===== src/rtl/uart_tx_scheduler_if.sv =====
`default_nettype none
// ============================================================================
// Module   : uart_tx_scheduler_if
// Brief    : Stream bundle for the UART TX scheduler. It carries the NUM_SRC
//            byte-wide producer streams and the framed byte stream that goes
//            to the UART.
// Revision : 1.0 - initial release
// ============================================================================
interface uart_tx_scheduler_if #(
    parameter int NUM_SRC = 4
);
    logic [NUM_SRC*8-1:0] src_tdata;
    logic [NUM_SRC-1:0]   src_tvalid;
    logic [NUM_SRC-1:0]   src_tlast;
    logic [NUM_SRC-1:0]   src_tready;
    logic [7:0]           m_tdata;
    logic                 m_tvalid;
    logic                 m_tlast;
    logic                 m_tready;

    // Scheduler side: it sinks the producer streams and masters the UART stream.
    modport master (
        input  src_tdata, src_tvalid, src_tlast, m_tready,
        output src_tready, m_tdata, m_tvalid, m_tlast
    );

    // Environment side: it holds the producers and the UART port.
    modport slave (
        output src_tdata, src_tvalid, src_tlast, m_tready,
        input  src_tready, m_tdata, m_tvalid, m_tlast
    );
endinterface
`default_nettype wire


===== src/rtl/uart_tx_scheduler.sv =====
`default_nettype none
// ============================================================================
// Module   : uart_tx_scheduler
// Brief    : Round-robin scheduler that shares the UART TX byte stream
//            between NUM_SRC producers. It buffers up to MAX_BURST bytes from
//            the granted source. It then emits one record made of a header,
//            a length byte and the data bytes.
//            Optional macro UART_TX_SCHED_STATS_EN adds the rec_count and
//            byte_count statistics ports.
// Revision : 1.0 - initial release
// ============================================================================
module uart_tx_scheduler #(
    parameter int         NUM_SRC      = 4,
    parameter int         MAX_BURST    = 16,
    parameter int         IDLE_TIMEOUT = 16,
    parameter logic [7:0] HDR_BASE     = 8'h08
) (
    input  wire logic           clk,
    input  wire logic           rst_n,
    uart_tx_scheduler_if.master bus,
    output logic                busy,
    output logic [2:0]          grant_idx
`ifdef UART_TX_SCHED_STATS_EN
    ,
    output logic [15:0]         rec_count,
    output logic [15:0]         byte_count
`endif
);

    localparam int c_CW    = $clog2(MAX_BURST + 1);
    localparam int c_AW    = (MAX_BURST > 1) ? $clog2(MAX_BURST) : 1;
    localparam int c_DEPTH = 1 << c_AW;
    localparam int c_TW    = $clog2(IDLE_TIMEOUT + 1);

    localparam logic [c_CW-1:0] c_MAX      = c_CW'(MAX_BURST);
    localparam logic [c_CW-1:0] c_CNT_ONE  = c_CW'(1);
    localparam logic [c_TW-1:0] c_TMO_LAST = c_TW'(IDLE_TIMEOUT - 1);
    localparam logic [c_TW-1:0] c_TMR_ONE  = c_TW'(1);

    localparam logic [2:0] c_IDLE    = 3'd0;
    localparam logic [2:0] c_COLLECT = 3'd1;
    localparam logic [2:0] c_HDR     = 3'd2;
    localparam logic [2:0] c_LEN     = 3'd3;
    localparam logic [2:0] c_DATA    = 3'd4;

    logic [2:0]          r_state;
    logic [2:0]          r_rr_ptr;
    logic [2:0]          r_grant_idx;
    logic [c_CW-1:0]     r_cnt;
    logic [c_CW-1:0]     r_rd;
    logic [c_TW-1:0]     r_timer;
    logic                r_eop;
    logic [7:0]          r_buf [c_DEPTH];

    logic                w_hit;
    logic [2:0]          w_winner;
    logic [2:0]          w_rr_next;
    int                  w_best_d;
    logic [7:0]          w_sel_data;
    logic                w_sel_valid;
    logic                w_sel_last;
    logic [NUM_SRC-1:0]  w_tready;
    logic                w_accept;
    logic                w_rd_last;
    logic [6:0]          w_hdr_type;
    logic [7:0]          w_m_tdata;
    logic                w_m_tvalid;
    logic                w_m_tlast;

    // Round-robin search: the valid source closest to rr_ptr (wrapping upward) wins.
    always_comb begin
        w_hit     = 1'b0;
        w_winner  = 3'd0;
        w_best_d  = NUM_SRC;
        for (int j = 0; j < NUM_SRC; j++) begin
            if (bus.src_tvalid[j] &&
                (((j + NUM_SRC - int'(r_rr_ptr)) % NUM_SRC) < w_best_d)) begin
                w_hit    = 1'b1;
                w_winner = 3'(j);
                w_best_d = (j + NUM_SRC - int'(r_rr_ptr)) % NUM_SRC;
            end
        end
        w_rr_next = 3'((int'(w_winner) + 1) % NUM_SRC);
    end

    // Select the granted source. Its ready is the only one raised, and only while collecting.
    always_comb begin
        w_sel_data  = 8'd0;
        w_sel_valid = 1'b0;
        w_sel_last  = 1'b0;
        w_tready    = '0;
        for (int i = 0; i < NUM_SRC; i++) begin
            if (3'(i) == r_grant_idx) begin
                w_sel_data  = bus.src_tdata[8*i +: 8];
                w_sel_valid = bus.src_tvalid[i];
                w_sel_last  = bus.src_tlast[i];
                w_tready[i] = (r_state == c_COLLECT) && (r_cnt < c_MAX);
            end
        end
    end

    assign w_accept   = |(w_tready & bus.src_tvalid);
    assign w_rd_last  = (r_rd == r_cnt - c_CNT_ONE);
    assign w_hdr_type = HDR_BASE[6:0] + {4'd0, r_grant_idx};

    // Output byte mux: header, then length, then the buffered data.
    always_comb begin
        w_m_tdata  = 8'd0;
        w_m_tvalid = 1'b0;
        w_m_tlast  = 1'b0;
        case (r_state)
            c_HDR: begin
                w_m_tvalid = 1'b1;
                w_m_tdata  = {r_eop, w_hdr_type};
            end
            c_LEN: begin
                w_m_tvalid = 1'b1;
                w_m_tdata  = 8'(r_cnt);
            end
            c_DATA: begin
                w_m_tvalid = 1'b1;
                w_m_tdata  = r_buf[r_rd[c_AW-1:0]];
                w_m_tlast  = w_rd_last;
            end
            default: begin
                w_m_tvalid = 1'b0;
            end
        endcase
    end

    // Main control: grant, collect with idle timeout, then frame out the record.
    always_ff @(posedge clk or negedge rst_n) begin
        if (!rst_n) begin
            r_state     <= c_IDLE;
            r_rr_ptr    <= 3'd0;
            r_grant_idx <= 3'd0;
            r_cnt       <= '0;
            r_rd        <= '0;
            r_timer     <= '0;
            r_eop       <= 1'b0;
        end else begin
            case (r_state)
                c_IDLE: begin
                    if (w_hit) begin
                        r_grant_idx <= w_winner;
                        r_rr_ptr    <= w_rr_next;
                        r_timer     <= '0;
                        r_state     <= c_COLLECT;
                    end
                end
                c_COLLECT: begin
                    if (w_accept) begin
                        r_cnt   <= r_cnt + c_CNT_ONE;
                        r_timer <= '0;
                        if (w_sel_last) begin
                            r_eop   <= 1'b1;
                            r_state <= c_HDR;
                        end else if (r_cnt + c_CNT_ONE == c_MAX) begin
                            r_state <= c_HDR;
                        end
                    end else if (!w_sel_valid) begin
                        // The timer saturates, so an empty burst waits without wrapping.
                        if (r_timer == c_TMO_LAST) begin
                            if (r_cnt != '0) begin
                                r_state <= c_HDR;
                            end
                        end else begin
                            r_timer <= r_timer + c_TMR_ONE;
                        end
                    end
                end
                c_HDR: begin
                    if (bus.m_tready) begin
                        r_state <= c_LEN;
                    end
                end
                c_LEN: begin
                    if (bus.m_tready) begin
                        r_rd    <= '0;
                        r_state <= c_DATA;
                    end
                end
                c_DATA: begin
                    if (bus.m_tready) begin
                        if (w_rd_last) begin
                            r_cnt   <= '0;
                            r_eop   <= 1'b0;
                            r_state <= c_IDLE;
                        end else begin
                            r_rd <= r_rd + c_CNT_ONE;
                        end
                    end
                end
                default: begin
                    r_state <= c_IDLE;
                end
            endcase
        end
    end

    // Burst buffer. It holds no reset because cnt alone marks which entries are live.
    always_ff @(posedge clk) begin
        if (w_accept) begin
            r_buf[r_cnt[c_AW-1:0]] <= w_sel_data;
        end
    end

`ifdef UART_TX_SCHED_STATS_EN
    logic [15:0] r_rec_count;
    logic [15:0] r_byte_count;

    // Count delivered payload bytes and completed records. Both counters wrap.
    always_ff @(posedge clk or negedge rst_n) begin
        if (!rst_n) begin
            r_rec_count  <= 16'd0;
            r_byte_count <= 16'd0;
        end else if (r_state == c_DATA && bus.m_tready) begin
            r_byte_count <= r_byte_count + 16'd1;
            if (w_rd_last) begin
                r_rec_count <= r_rec_count + 16'd1;
            end
        end
    end

    assign rec_count  = r_rec_count;
    assign byte_count = r_byte_count;
`endif

    assign bus.src_tready = w_tready;
    assign bus.m_tdata    = w_m_tdata;
    assign bus.m_tvalid   = w_m_tvalid;
    assign bus.m_tlast    = w_m_tlast;
    assign busy           = (r_state != c_IDLE);
    assign grant_idx      = r_grant_idx;

endmodule
`default_nettype wire


===== src/flat_wrapper.sv =====
// flat-port wrapper written by rule: the top's interface ports become plain ports
module uart_tx_scheduler_flat 
#(
    parameter int         NUM_SRC      = 4,
    parameter int         MAX_BURST    = 16,
    parameter int         IDLE_TIMEOUT = 16,
    parameter logic [7:0] HDR_BASE     = 8'h08
)
  (clk, rst_n, busy, grant_idx, bus_src_tdata, bus_src_tvalid, bus_src_tlast, bus_m_tready, bus_src_tready, bus_m_tdata, bus_m_tvalid, bus_m_tlast);
  uart_tx_scheduler_if #(.NUM_SRC(NUM_SRC)) bus_i ();
  input  wire logic clk;
  input  wire logic rst_n;
  output logic busy;
  output logic [2:0] grant_idx;
  input wire logic [$bits(bus_i.src_tdata)-1:0] bus_src_tdata;
  input wire logic [$bits(bus_i.src_tvalid)-1:0] bus_src_tvalid;
  input wire logic [$bits(bus_i.src_tlast)-1:0] bus_src_tlast;
  input wire logic [$bits(bus_i.m_tready)-1:0] bus_m_tready;
  output wire logic [$bits(bus_i.src_tready)-1:0] bus_src_tready;
  output wire logic [$bits(bus_i.m_tdata)-1:0] bus_m_tdata;
  output wire logic [$bits(bus_i.m_tvalid)-1:0] bus_m_tvalid;
  output wire logic [$bits(bus_i.m_tlast)-1:0] bus_m_tlast;
  assign bus_i.src_tdata = bus_src_tdata;
  assign bus_i.src_tvalid = bus_src_tvalid;
  assign bus_i.src_tlast = bus_src_tlast;
  assign bus_i.m_tready = bus_m_tready;
  assign bus_src_tready = bus_i.src_tready;
  assign bus_m_tdata = bus_i.m_tdata;
  assign bus_m_tvalid = bus_i.m_tvalid;
  assign bus_m_tlast = bus_i.m_tlast;
  uart_tx_scheduler #(.NUM_SRC(NUM_SRC), .MAX_BURST(MAX_BURST), .IDLE_TIMEOUT(IDLE_TIMEOUT), .HDR_BASE(HDR_BASE)) u_core (.clk(clk), .rst_n(rst_n), .bus(bus_i), .busy(busy), .grant_idx(grant_idx));
endmodule

===== config.mk =====
export PLATFORM = sky130hd
export DESIGN_NAME = uart_tx_scheduler_flat
export DESIGN_NICKNAME = d
export VERILOG_FILES = /design/src/rtl/uart_tx_scheduler_if.sv /design/src/rtl/uart_tx_scheduler.sv /design/src/flat_wrapper.sv
export SDC_FILE = /design/constraint.sdc
export NUM_CORES = 1
export LEC_CHECK = 0
export ABC_AREA = 0
export CAP_MARGIN = 20
export CELL_PAD_IN_SITES_DETAIL_PLACEMENT = 2
export CELL_PAD_IN_SITES_GLOBAL_PLACEMENT = 2
export CORE_MARGIN = 1
export CORE_UTILIZATION = 34
export CTS_CLUSTER_DIAMETER = 60
export DETAILED_ROUTE_END_ITERATION = 10
export PLACE_DENSITY_LB_ADDON = 0.1
export SLEW_MARGIN = 0
export SYNTH_ARGS = -nofsm -noshare
export SYNTH_HDL_FRONTEND = slang
export SYNTH_SLANG_ARGS = --single-unit

===== constraint.sdc =====
create_clock -name clk -period 2.7 [get_ports clk]
set_input_delay 0.81 -clock clk [delete_from_list [all_inputs] [get_ports clk]]
set_output_delay 0.81 -clock clk [all_outputs]
set_load 0.02 [all_outputs]

=== Yosys cells after proc, flatten, opt, wreduce, memory -nomap -nowiden ===
Memory sizes are Yosys's and may differ from the RTL's.
Cells that the tools add are included.

* Reductions and logical operators: 25
* Bitwise logic cells: 6
* Add/sub/neg operators: 10
* Equality and inequality tests: 23
* Order comparisons: 5
* Mux-type cells: 61

{| class="wikitable"
|+ Operators by type and width
! cell !! count
|-
| 3-bit by 32-bit less-than comparator with 1-bit output || 3
|-
| 32-bit 2-to-1 mux || 3
|-
| 5-bit 2-to-1 mux || 10
|-
| 3-bit 2-to-1 mux || 11
|-
| 8-bit 2-to-1 mux || 4
|-
| 5-bit case mux with 2 select lines || 3
|-
| 1-bit 2-to-1 mux || 25
|-
| 8-bit case mux with 3 select lines || 1
|-
| 3-bit by 3-bit subtractor with 4-bit output, first input constant || 4
|-
| 5-bit by 1-bit adder with 5-bit output, second input constant || 3
|-
| 3-bit case mux with 5 select lines || 1
|-
| 4-bit AND reduction || 3
|-
| 2-bit OR reduction || 5
|-
| 3-bit by 2-bit != test with 1-bit output, second input constant || 3
|-
| 9-bit AND reduction || 1
|-
| 2-bit by 1-bit != test with 1-bit output, second input constant || 4
|-
| 2-bit != test, second input constant || 4
|-
| 2-bit by 3-bit == test with 1-bit output, first input constant || 2
|-
| 3-bit by 2-bit == test with 1-bit output, second input constant || 2
|-
| 3-bit logical NOT || 2
|-
| 2-bit nonzero test || 3
|-
| 4-bit by 3-bit adder with 5-bit output, first input constant || 1
|-
| 5-bit by 4-bit == test with 1-bit output, second input constant || 1
|-
| 5-bit == test || 1
|-
| other kinds (22) || 30
|}

* Output and inout bits: 18
* Word-level logic and storage cells: 138
* Memories: 1
* Flip-flop bits (word level): 25
* RAM bits: 128

{| class="wikitable"
|+ Memory list
! memory !! words !! bits a word !! read ports !! clocked after Yosys merged registers in !! wr ports !! line !! text
|-
| u_core.r_buf || 16 || 8 || 1 || 0 || 1 || uart_tx_scheduler.sv:53 || <nowiki>logic [7:0] r_buf [c_DEPTH];</nowiki>
|}

=== Longest topological paths before layout ===
* Word-level depth: 18
* Mapped depth: 17

=== Worst setup path after synthesis ===
No wires, ideal clock.

* Path kind: input to register
* From: input bus_src_tvalid[1]
* To: register u_core.r_rr_ptr[0]
* Cell stages on the path: 14
* Slack: -0.266 ns
* Data arrival time: 2.831 ns
* Buffers on the path: 2
* Path through: clkbuf_1 o21ai_0 nand2_1 o21ai_0 inv_1 ha_1 o21a_1 o22ai_1 and2_1 clkbuf_1 mux2i_1 ha_1 a31oi_1 o21ai_0

* Longest elaborated chain between the ends: 9
* Elaborated cells between the ends (all ways): 15
* Classes of those cells: add/sub (1); order compare (2); mux (8); reduce/logical (4)

{| class="wikitable"
|+ RTL lines
! element !! line !! text
|-
| start, declared || flat_wrapper.sv:16 || <nowiki>input wire logic [$bits(bus_i.src_tvalid)-1:0] bus_src_tvalid;</nowiki>
|-
| 1-bit logical AND (*) || uart_tx_scheduler.sv:76 || <nowiki>if (bus.src_tvalid[j] &&</nowiki>
|-
| 32-bit 2-to-1 mux || uart_tx_scheduler.sv:76 ||
|-
| 3-bit by 32-bit less-than comparator with 1-bit output || uart_tx_scheduler.sv:77 || <nowiki>(((j + NUM_SRC - int'(r_rr_ptr)) % NUM_SRC) < w_best_d)) begin</nowiki>
|-
| 1-bit logical AND || uart_tx_scheduler.sv:76 ||
|-
| 32-bit 2-to-1 mux || uart_tx_scheduler.sv:76 ||
|-
| 3-bit by 32-bit less-than comparator with 1-bit output || uart_tx_scheduler.sv:77 ||
|-
| 1-bit logical AND || uart_tx_scheduler.sv:76 ||
|-
| 2-bit 2-to-1 mux / 1-bit 2-to-1 mux (equally long branches) || uart_tx_scheduler.sv:76 ||
|-
| 2-bit by 1-bit adder with 2-bit output / 2-bit AND reduction (equally long branches) || -- ||
|-
| end signal, assigned || uart_tx_scheduler.sv:146 || <nowiki>r_rr_ptr <= w_rr_next;</nowiki>
|-
| end, declared || uart_tx_scheduler.sv:47 || <nowiki>logic [2:0] r_rr_ptr;</nowiki>
|}

Mark *: on every way between the ends. The rest lies on a longest branch, timed or not.
A chain may end at the register's enable or synchronous reset.

=== Final worst setup path ===
* From: register u_core.r_rd[0]
* To: output bus_m_tdata[2]

* Longest elaborated chain between the ends: 2

{| class="wikitable"
|+ RTL lines
! element !! line !! text
|-
| start, declared || uart_tx_scheduler.sv:50 || <nowiki>logic [c_CW-1:0] r_rd;</nowiki>
|-
| start signal, assigned || uart_tx_scheduler.sv:190 || <nowiki>r_rd <= r_rd + c_CNT_ONE;</nowiki>
|-
| memory 16 x 8 bit || -- ||
|-
| 8-bit case mux with 3 select lines || uart_tx_scheduler.sv:111 || <nowiki>case (r_state)</nowiki>
|-
| end, declared || flat_wrapper.sv:20 || <nowiki>output wire logic [$bits(bus_i.m_tdata)-1:0] bus_m_tdata;</nowiki>
|}

Every way passes these cells.

==> key figures <==
Synthesis
  – Primary FF master, synth: edfxtp_1
  – Sequential cell area fraction in the yosys report: 63.8%
  – Number of distinct library cells after synthesis: 54
  – Async SR Flop Fraction: 15.2%
  – Post-synth EDFFs: 128
  – Number of warning messages in the yosys log: 0
  – Net count after synthesis: 487
  – Mean area per synthesized cell: 16.0 um2
  – Synthesized instance count: 434
  – Netlist area before placement: 0.00693 mm2
  – Total of flip-flops plus latches after synthesis: 151

CTS
  – Clk buf depth: 2
  – Sinks on Clock Net: 151
  – Clock root cell: clkbuf_16
  – Reg clk slew, reported paths: 0.07 ns
  – Clock latency at the later pin of the worst-skew pair: 0.44 ns
  – Number of hold buffers added after CTS: 0
  – Clock buffer count from CTS: 17
  – Clock tree from TritonCTS: done
  – H-tree Lvls: 4

Worst setup path
  – FF-to-FF End: u_core.grant_idx[0]
  – Biggest cell delay along the critical path: 0.52 ns
  – Crit-path cells: buf_12 > buf_4 > buf_6 > mux4_2 > mux4_2 > a32o_2 > buf_6
  – Launch instance of the worst register-to-register path: u_core.r_rr_ptr[0]
  – Launching element type of the critical path: register
  – CP required: 1.89 ns
  – Setup slack of the worst register-to-register path: 0.12 ns
  – Arrival @ worst endpoint: 2.55 ns
  – Worst setup EP type: output pin
  – Critical path type: register to output pin
  – Worst-case reg-to-reg path depth: 15
  – Family of cells with the greatest summed delay on the critical path: multiplexers
  – Master of the slowest instance on the critical path: mux4_2
  – Crit Path Max Fanout: 7
  – Buffers & Inverters on Critical Path: 4

Power and ir drop
  – Sw frac: 35.3%
  – PD cells: 1040 mW/mm2
  – Register share of total power: 32.9%
  – Cell-internal power: 0.00624 W
  – Clock network power share: 24.7%
  – Static leakage: 3.29 nW
  – Combinational cell fraction of total power: 42.3%
  – Peak ir drop on the vdd network: 0.000474 V
  – Switching power of the nets: 0.00340 W

Drt
  – Post-detailed-route DRC marker count: 0
  – Number of detailed-routing iterations run before antenna repair: 5
  – Vias per Instance: 5.31
  – Via Count: 4537
  – Remaining antenna violation count: 0
  – Routed WL per cell: 24.2 um
  – Overall routed net length: 20.6 mm
  – Number of DRC violations after detailed-routing iteration 0: 288

Floorplanning
  – I/O pin count: 61
  – Core Box Area: 0.0197 mm2
  – Initial core utilization: 35.1%
  – Die area: 0.0210 mm2
  – Die extent in x: 145 um
  – Die extent in y: 145 um
  – Number of standard-cell rows in the floorplan: 51

Global route
  – Via count of the first global-routing pass: 4980
  – Antenna violations before repair: 0
  – Global-route usage over all layers: 21.4%
  – First-pass GRT wire length: 31.2 mm
  – Remaining global-route overflow: 0
  – Maximum number of pins on one net before global-route repair: 30

Placed design
  – GP Congestion: 0.830
  – Post-Place Cell Area: 0.00837 mm2
  – PortBufs: 59
  – Post-DP HPWL: 14.8 mm

Final layout
  – Number of fill cells: 1830
  – Final nets: 629
  – Synthesis-to-finish area growth: 33.5%
  – Total non-filler cell area in the finished layout: 0.00925 mm2
  – Leading cell type in the layout, fill and taps excluded: edfxtp_1
  – Commonest cells after routing, fill and taps aside: edfxtp_1 (128), buf_4 (77), mux4_2 (50)
  – Ratio of cells with drive above 1 in the final layout: 40.2%
  – Number of antenna diodes: 0

STA
  – Worst slew pin tran: 0.610 ns
  – Period minus WS final: 3.36 ns
  – Peak clock frequency supported by timing: 0.297 GHz
  – Worst clock skew: 0.0174 ns
  – Unrepaired setup endpoints after global routing: yes
  – Final Hold Viols: 0
  – Crit share post-route: 125%
  – Tightest hold margin: 0.492 ns
  – Setup violations, final: 9
  – Total count of max-transition violations in the final report: 0
  – Setup slack of the critical path after layout: -0.662 ns
  – Final sum of negative setup slack: -5.04 ns
  – Slew HR: 59.3%

Min path
  – Class of the most critical hold timing path: register to register
  – Instance count along the most critical hold path: 2
  – Worst Hold End: u_core.r_timer[4]
  – Worst min-delay path startpoint: u_core.r_timer[4]

Run
  – Reported max-cap violation count: 0

Status
  – Violated checks: setup timing
  – Status: complete, but fails checks
## routing by layer
metal  GRT usage, %  wire (um)  part of all wire [%]
met5              0          0                     0
met2           34.3       9880                    48
met1           29.7       9610                    47
met3           4.01        762                   3.7
met4           6.54        372                   1.8
## synthesized netlist by cell type (all sizes together), types with 2 or more instances
master	n	share of area, %
nor3	7	0.58
and3	5	0.45
o22ai	4	0.36
o31ai	6	0.72
mux4	50	16
nand3b	2	0.22
xor2	3	0.38
inv	13	0.70
and2	8	0.72
nor2	30	1.7
and4	2	0.25
nand2	37	2.0
edfxtp	128	55
nand2b	3	0.27
nand3	4	0.29
mux2i	4	0.58
a31oi	3	0.27
a22o	3	0.38
or3	2	0.18
dfrtp	23	8.3
o22a	2	0.25
buf	16	1.9
a21oi	8	0.58
xnor2	3	0.38
o21ai	27	2.0
ha	10	1.8
a32o	3	0.43
clkbuf	12	0.70
## worst max path at each step
stage	cells after the start	from	slack, ns	endpoint
floorplan	16	bus_src_tvalid[1]	-0.14	u_core.grant_idx[0]
global placement	14	bus_src_tvalid[1]	-0.71	u_core.grant_idx[1]
detailed placement	14	bus_src_tvalid[1]	-0.83	u_core.grant_idx[0]
CTS	8	u_core.r_rd[0]	-0.75	bus_m_tdata[7]
global route	9	u_core.r_rd[0]	-0.74	bus_m_tdata[7]
finish	7	u_core.r_rd[0]	-0.66	bus_m_tdata[2]
## cell type report
class	count	area (um2)	area share [%]
multi-input cells	242	2450	26.5
well taps	265	332	3.58
flip-flops and latches	151	4420	47.8
inverters	13	48.8	0.527
clock inverters	15	155	1.68
repair buffers	151	1420	15.4
clock buffers	17	425	4.60
## flip-flops by register name (all words and copies together), names as in the netlist
signal and count:
u_core.r_timer 5, u_core.r_cnt 5, u_core.r_rd 5, u_core.r_buf 128
u_core.r_eop 1, u_core.grant_idx 2, u_core.r_state 3, u_core.r_rr_ptr 2
## cells by family after synthesis
family                     Yosys count  share of synthesized area, %
buffers and inverters               41                          3.29
other                                1                        0.0541
DFF                                151                          63.8
AOI/OAI and AO/OA                   63                          5.78
adders and majority gates           10                          1.81
xor gates and xnor gates             6                         0.759
muxes                               54                          17.0
and+or+nand+nor                    108                          7.53
## timing repair
action,4_1_cts,5_1_grt
resized for setup,107,32
pin swaps,8,14
setup buffers,4,11
setup endpoints to repair,110,18
hold endpoints to repair,0,0
gates cloned,1,0
## power groups by stage
stage                     Sequential (W)  Clock, W  Combinational, W
after CTS                        0.00319   0.00243           0.00389
after floorplan                  0.00318         0           0.00217
after global routing             0.00320   0.00250           0.00440
after global placement           0.00322         0           0.00350
after detailed placement         0.00323         0           0.00366
final                            0.00318   0.00238           0.00408
## worst min-delay path, stage by stage, from the launching register on
cell and delay [ns]:
dfrtp_1 0.35, nand2_1 0.05, o21ai_0 0.06
## through the flow
step	util (%)	instances	setup WS, ns	total power (W)
finish	46.9	854	-0.662	0.00964
global placement	42.5	808	-0.712	0.00672
floorplan	-	434	-0.137	0.00535
CTS	46.3	844	-0.746	0.00951
global route	46.9	854	-0.745	0.0101
detailed placement	42.5	808	-0.833	0.00689
(Power assumes the default switching activity.)
